**src/rtl/regfile_rename_mp.sv**
```systemverilog
// Architectural register file with rename state (value, ROB tag, busy).
// Reads are combinational with a same-cycle commit bypass. Rename and commit
// come with valid qualifiers, and a flush clears every busy bit.
module regfile_rename_mp #(
    parameter int unsigned REG_NUM  = 32,
    parameter int unsigned DATA_W   = 32,
    parameter int unsigned ROB_W    = 4,
    parameter int unsigned NUM_READ = 2,
    localparam int unsigned IDX_W   = $clog2(REG_NUM),
    localparam int unsigned CNT_W   = $clog2(REG_NUM + 1)
) (
    input  logic                         clk,
    input  logic                         rst,
    input  logic                         rdy,
    input  logic [NUM_READ*IDX_W-1:0]    in_rd_idx,
    output logic [NUM_READ*DATA_W-1:0]   out_rd_value,
    output logic [NUM_READ*ROB_W-1:0]    out_rd_tag,
    output logic [NUM_READ-1:0]          out_rd_busy,
    input  logic                         in_ren_valid,
    input  logic [IDX_W-1:0]             in_ren_reg,
    input  logic [ROB_W-1:0]             in_ren_rob,
    input  logic                         in_cmt_valid,
    input  logic [IDX_W-1:0]             in_cmt_reg,
    input  logic [ROB_W-1:0]             in_cmt_rob,
    input  logic [DATA_W-1:0]            in_cmt_value,
    input  logic                         in_flush,
    output logic [CNT_W-1:0]             out_busy_count
);

    logic [DATA_W-1:0] values_q [REG_NUM];
    logic [DATA_W-1:0] values_d [REG_NUM];
    logic [ROB_W-1:0]  tags_q   [REG_NUM];
    logic [ROB_W-1:0]  tags_d   [REG_NUM];
    logic [REG_NUM-1:0] busy_q, busy_d;
    logic [CNT_W-1:0]   count_q, count_d;

    logic cmt_ok, ren_ok;

    // Register 0 and out-of-range indices are never written.
    assign cmt_ok = in_cmt_valid && (in_cmt_reg != '0) && (int'(in_cmt_reg) < int'(REG_NUM));
    assign ren_ok = in_ren_valid && (in_ren_reg != '0) && (int'(in_ren_reg) < int'(REG_NUM));

    // Next-state: commit first, then flush or rename, so rename wins over commit.
    always_comb begin
        values_d = values_q;
        tags_d   = tags_q;
        busy_d   = busy_q;
        if (rdy) begin
            if (cmt_ok) begin
                values_d[in_cmt_reg] = in_cmt_value;
                if (tags_q[in_cmt_reg] == in_cmt_rob) begin
                    busy_d[in_cmt_reg] = 1'b0;
                end
            end
            if (in_flush) begin
                busy_d = '0;
            end else if (ren_ok) begin
                busy_d[in_ren_reg] = 1'b1;
                tags_d[in_ren_reg] = in_ren_rob;
            end
        end
        values_d[0] = '0;
        tags_d[0]   = '0;
        busy_d[0]   = 1'b0;
    end

    // Busy count is a recount of the next-state busy vector, so it is always exact.
    always_comb begin
        count_d = '0;
        for (int i = 1; i < int'(REG_NUM); i++) begin
            count_d = count_d + CNT_W'(busy_d[i]);
        end
    end

    // State registers; synchronous reset overrides everything including rdy.
    always_ff @(posedge clk) begin
        if (rst) begin
            for (int i = 0; i < int'(REG_NUM); i++) begin
                values_q[i] <= '0;
                tags_q[i]   <= '0;
            end
            busy_q  <= '0;
            count_q <= '0;
        end else begin
            values_q <= values_d;
            tags_q   <= tags_d;
            busy_q   <= busy_d;
            count_q  <= count_d;
        end
    end

    assign out_busy_count = count_q;

    for (genvar p = 0; p < int'(NUM_READ); p++) begin : g_rd
        logic [IDX_W-1:0]  idx;
        logic [DATA_W-1:0] value;
        logic [ROB_W-1:0]  tag;
        logic              busy;

        assign idx = in_rd_idx[p*IDX_W +: IDX_W];

        // Pre-update read, except a matching commit forwards its value and clears busy.
        always_comb begin
            value = '0;
            tag   = '0;
            busy  = 1'b0;
            if ((idx != '0) && (int'(idx) < int'(REG_NUM))) begin
                value = values_q[idx];
                tag   = tags_q[idx];
                busy  = busy_q[idx];
                if (in_cmt_valid && (in_cmt_reg == idx) && busy_q[idx] &&
                    (tags_q[idx] == in_cmt_rob)) begin
                    value = in_cmt_value;
                    busy  = 1'b0;
                end
            end
        end

        assign out_rd_value[p*DATA_W +: DATA_W] = value;
        assign out_rd_tag[p*ROB_W +: ROB_W]     = tag;
        assign out_rd_busy[p]                   = busy;
    end

endmodule

```
**config.mk**
```make
export PLATFORM = sky130hd
export DESIGN_NAME = regfile_rename_mp
export DESIGN_NICKNAME = d
export VERILOG_FILES = /design/src/rtl/regfile_rename_mp.sv
export SDC_FILE = /design/constraint.sdc
export NUM_CORES = 2
export LEC_CHECK = 0
export CORE_ASPECT_RATIO = 1.75
export CORE_UTILIZATION = 60
export CTS_CLUSTER_SIZE = 25
export DETAILED_ROUTE_END_ITERATION = 8
export DONT_BUFFER_PORTS = 1
export GPL_TIMING_DRIVEN = 0
export PLACE_DENSITY = 0.76
export SETUP_SLACK_MARGIN = 0.15
export SYNTH_ARGS = -nofsm -noshare
export SYNTH_HDL_FRONTEND = slang
export SYNTH_SLANG_ARGS = --single-unit
```
**constraint.sdc**
```tcl
create_clock -name clk -period 10.45 [get_ports clk]
set_clock_uncertainty 0.2 [all_clocks]
set_input_delay 1.045 -clock clk [delete_from_list [all_inputs] [get_ports clk]]
set_output_delay 1.045 -clock clk [all_outputs]
set_load 0.1 [all_outputs]
```
==> out/qor.csv <==
metric;value;unit
gr ovfl total;0;
core footprint;0.102;mm²
Peak VDD IR;0.188;mV
Synth area leaders;dfxtp_1, mux4_2, nand2_1;
routed vias;56262;
Yosys reg bits;1153;
htree depth;3;
RSZ-0062 raised after global routing;false;
drt initial violations;7241;
outcome;complete, but fails checks;
placement row count;155;
Hold Path Class;input pin to flop;
cell taking the most area after synthesis;dfxtp_1;
worst reg2reg path startpoint;tags_q[81];
Synth Area in Adders;0.00884;
io pins;146;
hpwl dp;211000;µm
Fin Setup TNS;0;ns
DR pass1 iterations;9;
crit path kind;input pin to flop;
CTS tree;yes;
failing checks;design-rule violations, max-capacitance violations, max-slew violations;
Port Buffer Count;0;
Final ANT Viol Nets;0;
final slew viol count;67;
register area share after synthesis;0.372;
mux share of post-synthesis cell area;0.305;
crit share post-route;0.937;
CTS buffer count;109;
crit path launch type;input pin;
syn avg cell area;9.29;µm²
Layout Nets;6898;
Worst Setup EP;out_busy_count[4];
Yosys top cell area share;0.372;
Initial Util;0.607;
Post-synth EDFFs;0;
Min Hold Slack;0.205;ns
largest family of logic cells by synthesized area;multiplexers;
crit path launch;in_cmt_reg[1];
CTS Buffer Depth;3;
crit end category;flop;
Simple-Gate Fraction of Synth Area;0.158;
layout cells sized above 1;0.170;
Hold Crit Depth;2;
cells after synthesis;6678;
final hold vios;0;
clk_lat worst skew;0.79;ns
PwrDens;142;mW/mm²
Synth Warn #;0;
Total Wirelength;269000;µm
Hold-fix buffers, CTS;0;
area grow syn2layout;9.28;%
Max Fanout on Critical Path;10;
Synth Area in Compound Gates;0.107;
vias per cell;6.83;
FFs w/ async S/R, synth;0;
Max-Cap Viols;6;
first-pass GRT wire length;387000;µm
XOR/XNOR share of the synthesized area;0.00254;
Max Fclk;102;MHz
setup violators final;0;
DR WL/cell;32.6;µm
mapped cell area;0.0620;mm²
min Tclk post-route;9.80;ns
Worst-Margin Slew;1.66;ns
Die ar.;0.105;mm²
initial antenna violation count;18;
Worst Reg2Reg Path Length in Cells;25;
all-layer global routing usage;0.517;
Die Width;245;µm
FF-to-FF setup slack;1.41;ns
top-count cell post-synth;nand2_1;
clock sink count;1153;
synth cell count leaders;nand2_1, dfxtp_1, a21oi_1;
CP required;10.87;ns
leakage power total;22.4;nW
largest net degree at the start of global routing;16;
Post-route DRC;6;
vias in the first global route;57243;
Clock transition at path regs;0.07;ns
Die H;427;µm
main flop type after synthesis;dfxtp_1;
crit path DAT;10.22;ns
Distinct cells, synth;67;
routability cong.;1.06;
Pwr Total;9.64;mW
FF-to-FF End;out_busy_count[4];
Root Driver;clkbuf_16;
Slew headroom;-0.106;
Synth Net Count;6774;
-- cells in the final DEF, fill, tap and decap left out, drive strengths merged, types with 34 or more instances in the layout --
cell,n
nand2,2123
dfxtp,1153
a21oi,1016
clkbuf,740
mux4,676
nor2,210
mux2i,176
mux2,174
buf,122
o21ai,53
nand3,43
a22o,42
inv,39
nor2b,34
-- power breakdown --
part           internal, mW  switching, mW
Combinational         0.213          0.649
Sequential             4.41         0.0176
Clock                  2.40           1.95
-- cell type report --
cell class / instances / area (µm²)
clock buffers: 150 / 3090
well taps: 1334 / 1670
multi-input cells: 4790 / 36100
diodes: 15 / 37.5
repair buffers: 14 / 209
plain buffers: 698 / 2770
clock inverters: 52 / 691
fillers: 8295 / 34400
flip-flops and latches: 1153 / 23100
inverters: 36 / 135
-- kinds of logic (layout without fill, tap and decap cells) --
kind of cell,Yosys count,count (layout)
buffers and inverters,735,950
and+or+nand+nor,2497,2497
xor gates and xnor gates,18,18
other,0,15
muxes,1026,1026
adders and majority gates,30,30
AOI/OAI and AO/OA,1219,1219
DFF,1153,1153
-- stage by stage --
stage                      util  area (µm²)  setup slack (ns)  cells
after floorplan               -       62000              2.19   6678
after global placement    0.623       63700             -1.13   8012
after detailed placement  0.625       63900            -0.205   8021
after CTS                 0.662       67700             0.538   8223
after global routing      0.663       67800             0.295   8229
final                     0.663       67800             0.654   8242
-- per-layer routing --
metal / up-vias / part of all wire / track usage
met1: 27027 / 0.28 / 0.481
met3: 1589 / 0.10 / 0.170
li1: 23780 / - / -
met5: - / 0.00032 / 0
met4: 12 / 0.14 / 0.570
met2: 3854 / 0.48 / 0.846
-- registers in the layout, indices dropped and copies added (netlist names) --
register        count
out_busy_count      6
values_q          992
tags_q            124
busy_q             31
-- worst max-delay path, cell delays in order --
cell and delay, ns:
buf_1 0.77, clkbuf_1 0.71, mux4_2 0.42, a22oi_1 0.69
nand2_1 0.14, or3_1 0.33, a21boi_0 0.24, clkbuf_1 0.45
buf_2 0.32, nand3_1 0.10, a31o_1 0.24, fa_1 0.51
inv_1 0.06, fa_1 0.53, inv_1 0.06, fa_1 0.49
inv_1 0.06, fa_1 0.52, fa_1 0.44, fa_1 0.49
inv_1 0.05, fa_1 0.44, fa_1 0.48, a21o_1 0.19
a21oi_1 0.19, xor2_1 0.18, nor2_1 0.06
-- timing repair --
| item | in CTS | in global routing |
|---|---|---|
| setup endpoints to repair | 0 | 1 |
| buffers inserted | 0 | 1 |
| resized for setup | 0 | 0 |
-- worst min path at each step --
stage                        startpoint             to  slack (ns)
after detailed placement  values_q[441]  values_q[441]        0.26
after global placement    values_q[409]  values_q[409]        0.25
final                     in_ren_rob[3]     tags_q[99]        0.20
after global routing      in_ren_rob[3]     tags_q[99]        0.24
after CTS                 in_ren_rob[2]     tags_q[98]        0.23
after floorplan           values_q[160]  values_q[160]        0.24
Power figures use the tool's default switching activity.
